File: config.mk
export PLATFORM = sky130hd
export DESIGN_NAME = load_store_unit
export DESIGN_NICKNAME = d
export VERILOG_FILES = /design/src/rtl/load_store_unit_pkg.sv /design/src/rtl/load_store_unit_align.sv /design/src/rtl/load_store_unit.sv
export SDC_FILE = /design/constraint.sdc
export NUM_CORES = 1
export LEC_CHECK = 0
export ABC_CLOCK_PERIOD_IN_PS = 4420
export BUFFER_PORTS_ARGS = -buffer_cell sky130_fd_sc_hd__buf_2
export CAP_MARGIN = 5
export CORE_MARGIN = 3
export CORE_UTILIZATION = 25
export DETAILED_ROUTE_END_ITERATION = 7
export GPL_TIMING_DRIVEN = 0
export PLACE_DENSITY = 0.47
export SLEW_MARGIN = 0
export SYNTH_ARGS = -nofsm -noshare
export SYNTH_HDL_FRONTEND = slang
export SYNTH_SLANG_ARGS = --single-unit
File: constraint.sdc
create_clock -name clk_i -period 4.42 [get_ports clk_i]
set_input_delay 0.221 -clock clk_i [delete_from_list [all_inputs] [get_ports clk_i]]
set_output_delay 0.221 -clock clk_i [all_outputs]
set_load 0.005 [all_outputs]
File: src/rtl/load_store_unit_pkg.sv
// ============================================================================
// Module   : load_store_unit_pkg
// Purpose  : Shared definitions for the load/store unit: access size codes,
//            FSM state encoding and byte-enable constants.
// Ports    : none (package)
// Revision : 1.0 - initial release
// ============================================================================
`default_nettype none

package load_store_unit_pkg;

  // Access size codes carried on ex_size (2'b11 is handled as a word)
  localparam logic [1:0] SZ_BYTE = 2'b00;
  localparam logic [1:0] SZ_HALF = 2'b01;
  localparam logic [1:0] SZ_WORD = 2'b10;

  // Controller states
  typedef enum logic [0:0] {
    ST_IDLE = 1'b0,
    ST_REQ  = 1'b1
  } lsu_state_e;

  // Byte-enable patterns, bit i = byte lane i
  localparam logic [3:0] BE_BYTE0   = 4'b0001;
  localparam logic [3:0] BE_HALF_LO = 4'b0011;
  localparam logic [3:0] BE_HALF_HI = 4'b1100;
  localparam logic [3:0] BE_WORD    = 4'b1111;

endpackage

`default_nettype wire

File: src/rtl/load_store_unit_align.sv
// ============================================================================
// Module   : lsu_align
// Purpose  : Combinational byte-enable generation and lane replication of
//            right-aligned store data for the load/store unit.
// Ports    : size_i     - access size code
//            addr_lo_i  - byte address bits [1:0]
//            wdata_i    - right-aligned store data
//            be_o       - byte enables, bit i = lane i
//            wdata_o    - store data replicated across the active lanes
// Revision : 1.0 - initial release
// ============================================================================
`default_nettype none

module lsu_align
  import load_store_unit_pkg::*;
(
  input  logic [1:0]  size_i,
  input  logic [1:0]  addr_lo_i,
  input  logic [31:0] wdata_i,
  output logic [3:0]  be_o,
  output logic [31:0] wdata_o
);

  always_comb begin
    be_o    = BE_WORD;
    wdata_o = wdata_i;
    case (size_i)
      SZ_BYTE: begin
        be_o    = BE_BYTE0 << addr_lo_i;
        wdata_o = {4{wdata_i[7:0]}};
      end
      SZ_HALF: begin
        // addr[0] is ignored: a halfword always occupies an aligned lane pair
        be_o    = addr_lo_i[1] ? BE_HALF_HI : BE_HALF_LO;
        wdata_o = {2{wdata_i[15:0]}};
      end
      default: begin
        // SZ_WORD and the reserved code both behave as a full word
        be_o    = BE_WORD;
        wdata_o = wdata_i;
      end
    endcase
  end

endmodule

`default_nettype wire

File: src/rtl/load_store_unit.sv
// ============================================================================
// Module   : load_store_unit
// Purpose  : Memory-stage load/store unit. Accepts one memory instruction at
//            a time, drives the data-memory request/ack bus and stalls the
//            pipeline until the access is acknowledged. Loads return the raw
//            word plus the halfword-select bit to the next stage.
// Ports    : clk_i, rst_ni              - clock, async active-low reset
//            ex_*_i                     - instruction from EX/MEM
//            flush_i                    - cancel writeback of current access
//            stall_o                    - freeze upstream pipeline registers
//            mem_*_o / mem_ack_i,
//            mem_rdata_i                - data-memory request/ack bus
//            wb_valid_o, wb_data_o,
//            wb_half_sel_o              - load result toward writeback
//            misalign_o                 - misaligned-access pulse (only with
//                                         LSU_MISALIGN_TRAP_EN defined)
// Config   : LSU_MISALIGN_TRAP_EN - reject misaligned half/word accesses
// Revision : 1.0 - initial release
// ============================================================================
`default_nettype none

module load_store_unit
  import load_store_unit_pkg::*;
#(
  parameter int ADDR_W = 32
) (
  input  logic              clk_i,
  input  logic              rst_ni,
  input  logic              ex_valid_i,
  input  logic              ex_we_i,
  input  logic [1:0]        ex_size_i,
  input  logic [ADDR_W-1:0] ex_addr_i,
  input  logic [31:0]       ex_wdata_i,
  input  logic              flush_i,
  output logic              stall_o,
  output logic              mem_req_o,
  output logic              mem_we_o,
  output logic [ADDR_W-1:0] mem_addr_o,
  output logic [3:0]        mem_be_o,
  output logic [31:0]       mem_wdata_o,
  input  logic              mem_ack_i,
  input  logic [31:0]       mem_rdata_i,
  output logic              wb_valid_o,
  output logic [31:0]       wb_data_o,
  output logic              wb_half_sel_o
`ifdef LSU_MISALIGN_TRAP_EN
  ,
  output logic              misalign_o
`endif
);

  lsu_state_e        state_q, state_d;
  logic              we_q, we_d;
  logic [1:0]        size_q, size_d;
  logic [ADDR_W-1:0] addr_q, addr_d;
  logic [31:0]       wdata_q, wdata_d;
  logic              kill_q, kill_d;
  logic              wb_valid_q, wb_valid_d;
  logic [31:0]       wb_data_q, wb_data_d;
  logic              wb_half_q, wb_half_d;

  logic              req_active;
  logic              misaligned;
  logic [3:0]        align_be;
  logic [31:0]       align_wdata;

`ifdef LSU_MISALIGN_TRAP_EN
  logic misalign_q, misalign_d;

  // Half needs addr[0]==0; word (and the reserved size code) needs addr[1:0]==0
  assign misaligned = ((ex_size_i == SZ_HALF) && ex_addr_i[0]) ||
                      (ex_size_i[1] && (ex_addr_i[1:0] != 2'b00));
  assign misalign_d = (state_q == ST_IDLE) && ex_valid_i && !flush_i && misaligned;
  assign misalign_o = misalign_q;
`else
  assign misaligned = 1'b0;
`endif

  lsu_align u_align (
    .size_i    (size_q),
    .addr_lo_i (addr_q[1:0]),
    .wdata_i   (wdata_q),
    .be_o      (align_be),
    .wdata_o   (align_wdata)
  );

  assign req_active = (state_q == ST_REQ);

  // Bus outputs are gated by the request so they read zero while idle and
  // drop together with mem_req the instant reset clears the state register.
  assign mem_req_o   = req_active;
  assign mem_we_o    = req_active & we_q;
  assign mem_addr_o  = req_active ? {addr_q[ADDR_W-1:2], 2'b00} : '0;
  assign mem_be_o    = req_active ? align_be : 4'b0000;
  assign mem_wdata_o = req_active ? align_wdata : 32'h0;

  // Release the pipeline in the ack cycle so upstream advances on that edge;
  // a rejected misaligned access never holds the pipeline.
  assign stall_o = ex_valid_i &
                   !(req_active && mem_ack_i) &
                   !((state_q == ST_IDLE) && misaligned);

  assign wb_valid_o    = wb_valid_q;
  assign wb_data_o     = wb_data_q;
  assign wb_half_sel_o = wb_half_q;

  always_comb begin
    state_d    = state_q;
    we_d       = we_q;
    size_d     = size_q;
    addr_d     = addr_q;
    wdata_d    = wdata_q;
    kill_d     = kill_q;
    wb_valid_d = 1'b0;
    wb_data_d  = wb_data_q;
    wb_half_d  = wb_half_q;
    case (state_q)
      ST_IDLE: begin
        kill_d = 1'b0;
        if (ex_valid_i && !flush_i && !misaligned) begin
          state_d = ST_REQ;
          we_d    = ex_we_i;
          size_d  = ex_size_i;
          addr_d  = ex_addr_i;
          wdata_d = ex_wdata_i;
        end
      end
      ST_REQ: begin
        if (flush_i) begin
          kill_d = 1'b1;
        end
        if (mem_ack_i) begin
          state_d = ST_IDLE;
          kill_d  = 1'b0;
          if (!we_q) begin
            wb_data_d  = mem_rdata_i;
            wb_half_d  = addr_q[1];
            // A flush arriving in the ack cycle itself also cancels writeback
            wb_valid_d = !(kill_q || flush_i);
          end
        end
      end
      default: state_d = ST_IDLE;
    endcase
  end

  always_ff @(posedge clk_i or negedge rst_ni) begin
    if (!rst_ni) begin
      state_q    <= ST_IDLE;
      we_q       <= 1'b0;
      size_q     <= SZ_BYTE;
      addr_q     <= '0;
      wdata_q    <= 32'h0;
      kill_q     <= 1'b0;
      wb_valid_q <= 1'b0;
      wb_data_q  <= 32'h0;
      wb_half_q  <= 1'b0;
    end else begin
      state_q    <= state_d;
      we_q       <= we_d;
      size_q     <= size_d;
      addr_q     <= addr_d;
      wdata_q    <= wdata_d;
      kill_q     <= kill_d;
      wb_valid_q <= wb_valid_d;
      wb_data_q  <= wb_data_d;
      wb_half_q  <= wb_half_d;
    end
  end

`ifdef LSU_MISALIGN_TRAP_EN
  always_ff @(posedge clk_i or negedge rst_ni) begin
    if (!rst_ni) begin
      misalign_q <= 1'b0;
    end else begin
      misalign_q <= misalign_d;
    end
  end
`endif

endmodule

`default_nettype wire

# Word-level counts from Yosys, hierarchy flattened
# Cells that the tools add are included.
# W data, S select, Z words.
# word_totals
regBits,103
elab_cells,40
inputBits,104
out_inout_bits,105
# op_classes
n_mux,15
bitwise_logic,4
eq_ne,2
shifts,1
n_reduce_logical,9
# ops
op,count
$mux W32,2
$pmux W32 S2,1
$mux W4,2
$pmux W4 S2,1
$mux W1,7
$pmux W1 S2,2
$shl A1 B2 Y4 const A,1
$logic_not A1 Y1,3
$ne A3 B3 Y1 const B,1
$reduce_and A3 Y1,1
$and A1 B1 Y1,2
$eq A2 B1 Y1 const B,1
$logic_and A1 B1 Y1,2
$logic_not A2 Y1,1
$not A1 Y1,2
$reduce_and A2 Y1,1
$logic_or A1 B1 Y1,1

# Logic depth before layout (Yosys ltp)
# Gate-level depths: netlist (run 1).
# logic_depth
depth_word,5
mapped_depth,5
depth_no_buf,3

# Modules after synthesis
# A second synthesis (run 1) with hierarchy kept.
# unflattened
cells_unflattened,358
area_unflattened_um2,4824.6
# modules_own_cells
module,cells_each,area_per_inst_um2,instances,seq_area_each_um2
load_store_unit,298,4300.4,1,2577.5
lsu_align,60,524.3,1,0.0

# Least setup slack after synthesis (run 1)
# No wires, ideal clock.
# synth_path
path_type,reg2reg
startpoint,"reg state_q, in the netlist mem_req_o"
endpoint,reg wdata_q[25]
t_required_ns,4.292
path_stages_with_launch,5
t_arrival_ns,1.374
setup_slack_ns,2.918
setup_ns,0.128
path_buffers,2
period_less_slack_ns,1.502
cell_sequence,dfrtp_1 buf_2 nor3b_4 buf_2 mux2_1
# synth_via
elab_chain_cells,2
# synth_rtl
item,line,rtl
from (decl),load_store_unit.sv:52,"lsu_state_e state_q, state_d;"
from (signal assigned),load_store_unit.sv:159,state_q <= state_d;
$not A1 Y1 (no line),n/a,
$reduce_and A2 Y1 (no line),n/a,
to (signal assigned),load_store_unit.sv:163,wdata_q <= wdata_d;
to (decl),load_store_unit.sv:56,"logic [31:0] wdata_q, wdata_d;"
# No other way between the ends.
# A chain may end at the register's enable or synchronous reset.

# Worst setup path in the final report (run 1)
# layout_path
startpoint,"reg state_q, in the netlist mem_req_o"
endpoint,out mem_addr_o[28]
# layout_via
elab_chain_cells,1
# layout_rtl
item,line,rtl
$mux W32,load_store_unit.sv:93,"assign mem_addr_o = req_active ? {addr_q[ADDR_W-1:2], 2'b00} : '0;"
to (decl),load_store_unit.sv:38,"output logic [ADDR_W-1:0] mem_addr_o,"
# No other way between the ends.

==> results.ini, run 1 <==
[timing]
fin_tns_setup_ps = 0
hold_viol = 0
rsz0062_at_grt = false
relSlewSlack_pct = 51.3
min_period_over_period_pct = 51.1
whs_ps = 79.5
setup_viol = 0
fin_skew_ps = 8.28
tightest_slew_ps = 731
drv_slew = 0
fmaxAchievable_ghz = 0.443
timing.final.crit_period_ps = 2260

[floorplanning]
start_util_pct = 25.6
die_area_mm2 = 0.0202
die_h_um = 142
design.core.area_mm2 = 0.0181
dieWidth_um = 142
ios = 209
rows = 49

[logic_synthesis]
synth_xor_area_share_pct = 0
yosys.area.top_type = dfrtp_1
synth_compound_area_share_pct = 5.03
syn_area_per_cell_um2 = 13.0
synth_mux_area_share_pct = 27.1
synth_flop_cell = dfrtp_1
ys_ff_latch = 103
synth_warnings = 0
synthCells = 357
synth_top_area_share_pct = 55.7
synthArstFlopShare_pct = 100
yosys.area_share.simple_pct = 9.03
synthAdderAreaFrac_pct = 0
yosysSeqAreaShare_pct = 55.7
synth.area.top_cells = dfrtp_1 (56%), mux2_2 (22%), and2_1 (5.3%)
netlist_area_mm2 = 0.00463
synth_top_family_by_area = multiplexers
yosys.cell_types.count = 21
synth_edf_count = 0

[final_layout]
num-fill-cells = 1856
layout_commonest_cell = buf_2
n_antenna_cell = 0
syn_to_final_growth_pct = 35.8
multi_input_comb_area_mm2 = 0.00191
final_cell_mix = buf_2 (212), dfrtp_1 (103), mux2_2 (91), and2_1 (39), o21ai_0 (20)
final-seq-area_mm2 = 0.00258
nets = 681
drive_gt1_share_pct = 56.9

[worst_setup_path]
r2r-start = mem_req_o
cpPeakStageDelay_ps = 440
cp-start-kind = flip-flop
cp.arrival_ps = 2040
end_kind = primary output
ff2ff_setup_slack_ps = 2670
worst-endpoint-required_ps = 4200
crit_path_top_delay_cell = clkbuf_1
crit_chain = buf_2 > clkbuf_1 > clkbuf_1 > and2_1 > buf_2
r2r_cells = 4
worstPathMaxFanout = 10
crit_type = flip-flop to primary output
crit_start = mem_req_o

[run]
drv_cap = 0

[route]
avgRoutedWirePerCell_um = 16.8
first_iter_violations = 93
route.detailed.drc = 0
postRouteAntennaNets = 0
dr.pass1.iters = 4
vias = 3549
vias_per_cell = 4.38
wl_um = 13600

[global_route]
antenna_found_initial = 1
track_usage_pct = 13.5
grt_pass1_vias = 3870
grt_overflow = 0
grt_pass1_wl_um = 21200
grt_max_degree = 55

[min_path]
min_path_cells = 2
hold_class = input pin to flip-flop
hp-start = ex_addr_i[12]

[run_status]
status = completed

[cts]
cts_sinks = 103
cts-root-buf = clkbuf_16
cts.repair.resized = 0
cts_setup_buffers = 0
path_clk_slew_ps = 80
clock_latency_ps = 350
cts_tree = yes
hold_buffers = 1
h-tree-depth = 3
cts_buffers = 9
cts_buffer_depth = 2

[power_and_ir_drop]
peakVddDrop_mv = 0.214
p_per_area_mw_per_mm2 = 467
fin_total_pwr_uw = 2930
p_leak_uw = 0.00308

[placed_design]
dp_hpwl_um = 10500
gp_congestion = 0.769
io_buffer_count = 206

[worst paths after layout]
path                                   to
min reg2reg                    wb_valid_o
max                        mem_addr_o[28]
max reg2reg                   wdata_q[27]
max in group asynchronous   wb_data_o[11]
min in group asynchronous     wdata_q[16]
min                            addr_q[12]
[cell type report]
cell class,instances,share of cell area (%)
Clock inverter,7,1.11
Inverter,3,0.179
Tap cell,229,4.56
Buffer,25,2.11
Sequential cell,103,41.0
Clock buffer,9,3.58
Timing Repair Buffer,208,17.0
Multi-Input combinational cell,227,30.4
[metal layers]
metal  GRT usage (%)  up-vias  wire, µm
li1                -     1661         -
met1            16.7     1710      5640
met2            22.0      165      6410
met3            5.61       11      1390
met4            3.48        2       144
met5               0        -        19
[worst max-delay path, delay by kind of cell (launching register included)]
| kind | cells | cell delay [ps] |
|---|---|---|
| DFF | 1 | 340 |
| buffers and inverters | 4 | 1150 |
| and+or+nand+nor | 1 | 190 |
[cell families after synthesis]
group / Yosys count
AO/OA/AOI/OAI: 41
buffers and inverters: 28
flip-flops: 103
multiplexers: 113
other: 1
AND/OR/NAND/NOR: 71
[synthesized netlist by cell type (2+ instances only)]
library cell / count
a21boi_0: 10
a21oi_1: 10
and2_1: 39
buf_2: 7
buf_4: 8
clkbuf_1: 10
dfrtp_1: 103
inv_1: 3
mux2_1: 6
mux2_2: 91
mux2i_1: 16
nand2_1: 12
nand2b_1: 2
nor2_1: 5
nor2b_1: 10
o21ai_0: 20
[metrics by stage]
step / instances / setup WS (ps) / instance area (µm²) / utilization [%]
4_1_cts: 811 / 2040 / 6280 / 34.7
3_5_place_dp: 794 / 2440 / 5980 / 33.1
3_3_place_gp: 793 / 1880 / 5950 / 32.9
2_1_floorplan: 358 / 2920 / 4630 / -
5_1_grt: 811 / 1960 / 6280 / 34.7
6_report: 811 / 2160 / 6280 / 34.7
[sequential cells by signal, summed over array words and instances (netlist names)]
| register | count |
|---|---|
| kill_q | 1 |
| wdata_q | 32 |
| size_q | 2 |
| addr_q | 32 |
| wb_valid_o | 1 |
| wb_data_o | 32 |
| mem_req_o | 1 |
| we_q | 1 |
| wb_half_sel_o | 1 |
[where the power goes]
| part | switching (µW) | leakage [µW] | internal [µW] |
|---|---|---|---|
| Clock | 396 | 0.000144 | 403 |
| Sequential | 144 | 0.00122 | 1190 |
| Combinational | 352 | 0.00172 | 446 |
Power figures use the tool's default switching activity.
==> run 2: changes to the inputs <==
--- a/config.mk
+++ b/config.mk
@@ -5,7 +5,7 @@
 export SDC_FILE = /design/constraint.sdc
 export NUM_CORES = 1
 export LEC_CHECK = 0
-export ABC_CLOCK_PERIOD_IN_PS = 4420
+export ABC_CLOCK_PERIOD_IN_PS = 2090
 export BUFFER_PORTS_ARGS = -buffer_cell sky130_fd_sc_hd__buf_2
 export CAP_MARGIN = 5
 export CORE_MARGIN = 3
==> constraint.sdc (replaced) <==
create_clock -name clk_i -period 2.09 [get_ports clk_i]
set_input_delay 0.1045 -clock clk_i [delete_from_list [all_inputs] [get_ports clk_i]]
set_output_delay 0.1045 -clock clk_i [all_outputs]
set_load 0.005 [all_outputs]
==> run 2 against run 1 <==
Hold slack hardly changed. Critical path depth did not move. Via count increased by 11%. Clock skew is 2.6 ps higher. Combinational power grew 130%. Clock power rose by 110%. Non-clock buffer count rose by 100. Global-route usage rose by 0.93 points. Final cell count increased by 12%. Worst setup slack worse by 2000 ps. Sequential power is 110% higher. Critical endpoint is now mem_wdata_o[12]. Largest cell class unchanged. Largest power group unchanged. Highest routed layer unchanged.
==> results.ini, run 2 (synthesis results as in run 1) <==
[worst_setup_path]
r2r-start = mem_req_o
timing.rr.end = wdata_q[27]
end_kind = primary output
worst-endpoint-required_ps = 1990  ; -2210 ps
cp-start-kind = flip-flop
worstPathMaxFanout = 10  ; unchanged
ff2ff_setup_slack_ps = 340  ; -2330 ps
r2r_cells = 4  ; unchanged
cp.arrival_ps = 1810  ; -230 ps
crit_type = flip-flop to primary output

[timing]
timing.final.crit_period_ps = 1920
fmaxAchievable_ghz = 0.521
fin_skew_ps = 10.9  ; +2.59 ps
min_period_over_period_pct = 91.8
fin_tns_setup_ps = 0  ; unchanged
setup_viol = 0  ; unchanged
drv_slew = 0  ; unchanged
rsz0062_at_grt = false
tightest_slew_ps = 729  ; -1.61 ps
relSlewSlack_pct = 51.4  ; +0.11 points
hold_viol = 0  ; unchanged

[global_route]
grt_overflow = 0  ; unchanged
grt_pass1_vias = 4341  ; +12%
track_usage_pct = 14.4  ; +0.93 points
grt_max_degree = 55  ; unchanged
grt_pass1_wl_um = 22800  ; +7.8%
antenna_found_initial = 1  ; unchanged

[placed_design]
gp_congestion = 0.769  ; unchanged
io_buffer_count = 206  ; unchanged
dp_hpwl_um = 10500  ; unchanged
dp_cells = 794  ; unchanged

[final_layout]
final_cells = 911  ; +12%
drive_gt1_share_pct = 49.0  ; -7.9 points
nets = 781  ; +15%
layout_commonest_cell = buf_2
syn_to_final_growth_pct = 57.5
final_cell_mix = buf_2 (212), dfrtp_1 (103), dlygate4sd3_1 (101), mux2_2 (91), and2_1 (39)
n_antenna_cell = 0  ; unchanged
fin_util_pct = 40.3  ; +5.6 points

[power_and_ir_drop]
peakVddDrop_mv = 0.457  ; +110%
fin_total_pwr_uw = 6390  ; +120%
p_per_area_mw_per_mm2 = 876  ; +88%
p_leak_uw = 0.00351  ; +14%

[route]
postRouteAntennaNets = 0  ; unchanged
avgRoutedWirePerCell_um = 15.9  ; -5.2%
vias = 3943  ; +11%
first_iter_violations = 100  ; +7.5%
wl_um = 14500  ; +6.5%
vias_per_cell = 4.33  ; -1.1%
route.detailed.drc = 0  ; unchanged
dr.pass1.iters = 4  ; unchanged

[run]
drv_cap = 0  ; unchanged

[floorplanning]
dieWidth_um = 142  ; unchanged
ios = 209  ; unchanged
design.core.area_mm2 = 0.0181  ; unchanged
rows = 49  ; unchanged
die_area_mm2 = 0.0202  ; unchanged
start_util_pct = 25.6  ; unchanged
die_h_um = 142  ; unchanged

[cts]
cts_sinks = 103  ; unchanged
cts_buffers = 9  ; unchanged
cts_tree = yes
cts_buffer_depth = 2  ; unchanged
h-tree-depth = 3  ; unchanged
clock_latency_ps = 360  ; about the same
cts-root-buf = clkbuf_16
path_clk_slew_ps = 70  ; about the same

[run_status]
status = completed

[min_path]
min_path_cells = 3  ; +1
hp-start = mem_ack_i
hold_class = input pin to flip-flop
hold_path_end = mem_req_o

## run 2: changes by cell type in the layout (fill, tap and decap cells not counted), sizes merged
| cell | before | now |
|---|---|---|
| dlygate4sd3 | 1 | 101 |
## run 2: layer usage
layer  routed length [µm]  global-route usage, %  up-vias  share of wire, %
met1                 6020                   17.4     1912                42
met2                 7110                   25.2      157                49
met3                 1200                   4.60       11               8.3
met4                  151                   3.48        2               1.0
li1                     -                      -     1861                 -
met5                   13                      0        -             0.090
## run 2: what timing repair did
item / CTS / global route
endpoints found under the hold margin: 153 / 0
setup endpoints to repair: 14 / 10
gates resized for setup: 2 / 2
setup buffers: 0 / 0
hold buffers: 101 / 0
## run 2: layout make-up
cell class / count / area (µm²)
Sequential cell: 103 / 2580
Multi-Input combinational cell: 227 / 1910
Timing Repair Buffer: 308 / 2070
Tap cell: 229 / 287
Fill cell: 1772 / 10800
Buffer: 25 / 135
Inverter: 3 / 11.3
Clock buffer: 9 / 225
Clock inverter: 7 / 70.1
## run 2: critical path, cell delays in order (launching register included)
cell	delay (ps)
dfrtp_1	390
buf_2	230
nor2_2	340
nand2_1	80
a21boi_0	250
buf_2	170
## run 2: stage by stage
| stage | hold WS, ps | setup slack [ps] | cell area (µm²) |
|---|---|---|---|
| 6_report | 79.4 | 172 | 7290 |
| 5_1_grt | 103 | 23.1 | 7290 |
| 4_1_cts | 68.6 | 6.25 | 7290 |
| 3_5_place_dp | 222 | 229 | 5980 |
| 3_3_place_gp | 322 | -330 | 5950 |
| 2_1_floorplan | -191 | 588 | 4630 |
## run 2: how the worst max path moves through the flow
stage / start / endpoint / slack, ps
2_1_floorplan: mem_req_o / wdata_q[25] / 590
3_3_place_gp: rst_ni / wb_data_o[4] / -330
3_5_place_dp: mem_req_o / mem_addr_o[28] / 230
4_1_cts: mem_req_o / mem_addr_o[28] / 6
5_1_grt: size_q[1] / mem_wdata_o[10] / 20
6_report: size_q[0] / mem_wdata_o[12] / 170
## run 2: power breakdown
part / leakage, µW / internal [µW] / switching (µW)
clock network: 0.000144 / 852 / 848
logic: 0.00214 / 1070 / 785
registers: 0.00122 / 2520 / 311
==> run 3: changes to the inputs <==
--- a/config.mk
+++ b/config.mk
@@ -5,6 +5,7 @@
 export SDC_FILE = /design/constraint.sdc
 export NUM_CORES = 1
 export LEC_CHECK = 0
+export ABC_AREA = 1
 export ABC_CLOCK_PERIOD_IN_PS = 2090
 export BUFFER_PORTS_ARGS = -buffer_cell sky130_fd_sc_hd__buf_2
 export CAP_MARGIN = 5
@@ -12,7 +13,7 @@
 export CORE_UTILIZATION = 25
 export DETAILED_ROUTE_END_ITERATION = 7
 export GPL_TIMING_DRIVEN = 0
-export PLACE_DENSITY = 0.47
+export PLACE_DENSITY = 0.46
 export SLEW_MARGIN = 0
 export SYNTH_ARGS = -nofsm -noshare
 export SYNTH_HDL_FRONTEND = slang
==> run 3 against run 2 <==
Synthesized area grew 6.6%. Die area grew 6.3%. Global-route usage grew 1.6 points. Worst setup slack lost 7.0 ps. Critical path depth is the same. Critical endpoint is now mem_wdata_o[22]. Combinational power shrank 6%. Largest cell class unchanged.
==> results.ini, run 3 <==
[run_status]
status = completed

[cts]
cts_setup_buffers = 0  ; unchanged
cts-root-buf = clkbuf_16
cts_buffers = 9  ; unchanged
cts_sinks = 103  ; unchanged
h-tree-depth = 3  ; unchanged
cts_tree = yes
clock_latency_ps = 350  ; about the same
cts_buffer_depth = 2  ; unchanged
path_clk_slew_ps = 70  ; about the same

[logic_synthesis]
synth_warnings = 0  ; unchanged
yosysMostFrequentCell = nand2_1
netlist_area_mm2 = 0.00493  ; +6.6%
ys_ff_latch = 103  ; unchanged
yosys.area.top_type = dfrtp_1
synth.area.top_cells = dfrtp_1 (52%), nand2_1 (20%), nand3_1 (7.6%)
synth_flop_cell = dfrtp_1
yosys.cell_types.count = 19  ; -9.5%
synth.top_cells.by_count = nand2_1 (262), dfrtp_1 (103), nand3_1 (75)
yosysSeqAreaShare_pct = 52.2  ; -3.4 points
synth_edf_count = 0  ; unchanged
synth_top_area_share_pct = 52.2  ; -3.4 points
synthCells = 653  ; +83%
syn_area_per_cell_um2 = 7.56  ; -42%
synthArstFlopShare_pct = 100  ; unchanged

[floorplanning]
die_h_um = 146  ; +3.1%
ios = 209  ; unchanged
design.core.area_mm2 = 0.0190  ; +5.2%
rows = 50  ; +2.0%
die_area_mm2 = 0.0215  ; +6.3%
start_util_pct = 25.9  ; +0.35 points
dieWidth_um = 146  ; +3.1%

[placed_design]
dp_cells = 1119  ; +41%
io_buffer_count = 204  ; -0.97%
dp_hpwl_um = 12500  ; +19%
gp_congestion = 0.738  ; -4.0%

[min_path]
hp-start = ex_wdata_i[7]
min_path_cells = 3  ; unchanged
hold_path_end = wdata_q[7]
hold_class = input pin to flip-flop

[timing]
tightest_slew_ps = 559  ; -170 ps
fmaxAchievable_ghz = 0.520  ; -0.36%
min_period_over_period_pct = 92.1  ; +0.34 points
setup_viol = 0  ; unchanged
drv_slew = 0  ; unchanged
whs_ps = 12.8  ; -66.6 ps
fin_skew_ps = 7.93  ; -2.94 ps
timing.final.crit_period_ps = 1920  ; +7.02 ps
rsz0062_at_grt = false
relSlewSlack_pct = 62.7  ; +11 points
hold_viol = 0  ; unchanged

[route]
route.detailed.drc = 0  ; unchanged
vias_per_cell = 4.26  ; -1.6%
first_iter_violations = 270  ; +170%
postRouteAntennaNets = 0  ; unchanged
dr.pass1.iters = 4  ; unchanged
vias = 5110  ; +30%
avgRoutedWirePerCell_um = 14.4  ; -9.6%
wl_um = 17200  ; +19%

[power_and_ir_drop]
fin_total_pwr_uw = 6190  ; -3.0%
peakVddDrop_mv = 0.383  ; -16%
p_leak_uw = 0.00431  ; +23%
p_per_area_mw_per_mm2 = 852  ; -2.7%

[global_route]
antenna_found_initial = 1  ; unchanged
grt_pass1_vias = 5147  ; +19%
track_usage_pct = 16.1  ; +1.6 points
grt_overflow = 0  ; unchanged
grt_max_degree = 59  ; +7.3%
grt_pass1_wl_um = 27600  ; +21%

[worst_setup_path]
timing.rr.end = wdata_q[26]
cp.arrival_ps = 1820  ; about the same
worstPathMaxFanout = 10  ; unchanged
end_kind = primary output
cp-start-kind = flip-flop
worst-endpoint-required_ps = 1990  ; about the same
r2r_cells = 6  ; +2
r2r-start = mem_req_o
ff2ff_setup_slack_ps = 600  ; +260 ps
crit_type = flip-flop to primary output

[final_layout]
n_antenna_cell = 0  ; unchanged
nets = 1039  ; +33%
final_cell_mix = nand2_1 (262), buf_2 (229), dfrtp_1 (103), nand3_1 (75), dlygate4sd3_1 (65)
syn_to_final_growth_pct = 47.2
drive_gt1_share_pct = 27.1  ; -22 points
layout_commonest_cell = nand2_1
final_cells = 1200  ; +32%

[run]
drv_cap = 0  ; unchanged

[run 3: cell count changes in the layout (fill, tap and decap cells not counted), moves of 16 or more]
cell           previous run  this run
and2_1                   39         0
buf_2                   212       229
dlygate4sd3_1           101        65
inv_1                     3        59
mux2_2                   91         0
mux2i_1                  16         0
nand2_1                  12       262
nand3_1                   0        75
nand4_1                   0        33
nor2_1                    4        40
[run 3: logic make-up (layout without fill, tap and decap cells)]
kind of cell           after synthesis  after routing  share of synthesized area (%)
other                                1              2                         0.0760
AND/OR/NAND/NOR                    414            414                           35.4
AO/OA/AOI/OAI                       25             25                           2.59
flip-flops                         103            103                           52.2
buffers and inverters              110            396                           9.66
[run 3: worst max path at each step]
stage                    from               to  slack, ps  cells past startpoint
detailed placement  mem_req_o  mem_wdata_o[25]        480                      5
CTS                 mem_req_o  mem_wdata_o[25]         70                      5
global placement       rst_ni       addr_q[24]       -480                      1
global route        mem_req_o  mem_wdata_o[22]         10                      5
floorplan           mem_req_o      wdata_q[11]        920                      6
finish              mem_req_o  mem_wdata_o[22]        170                      5
[run 3: what timing repair did]
item / CTS / global route
endpoints found under the hold margin: 109 / 0
hold buffers: 65 / 0
gates resized for setup: 0 / 3
setup endpoints to repair: 0 / 6
[run 3: report_power, final]
group | internal, µW | switching (µW) | leakage, µW
sequential | 2450 | 284 | 0.00128
clock | 963 | 754 | 0.000140
combinational | 750 | 989 | 0.00289
[run 3: cell type report]
type	instances	area, µm²
well taps	260	325
flip-flops and latches	103	2580
fillers	2073	11800
clock inverters	3	42.5
clock buffers	13	250
repair buffers	270	1710
plain buffers	50	255
multi-input cells	441	1880
inverters	60	225
[run 3: through the flow]
stage          setup TNS, ps  utilization (%)  worst slack (ps)  area [µm²]
2_1_floorplan              0                -               924        4940
3_3_place_gp          -48150             33.0              -480        6280
3_5_place_dp               0             33.2               476        6320
4_1_cts                    0             38.2              70.3        7260
5_1_grt                    0             38.2              14.2        7260
6_report                   0             38.2               165        7260
[run 3: layer usage]
layer,part of all wire (%),wire length [µm],track usage (%)
met1,48,8240,21.9
met2,46,7860,25.7
met3,5.1,876,3.91
met4,1.5,263,4.37
met5,0.041,7,0
[run 3: worst max-delay path, stage by stage (launching register included)]
cell      delay (ps)
dfrtp_1          450
clkbuf_4         290
buf_2            260
o21ai_0          130
nor2_1           180
buf_2            150
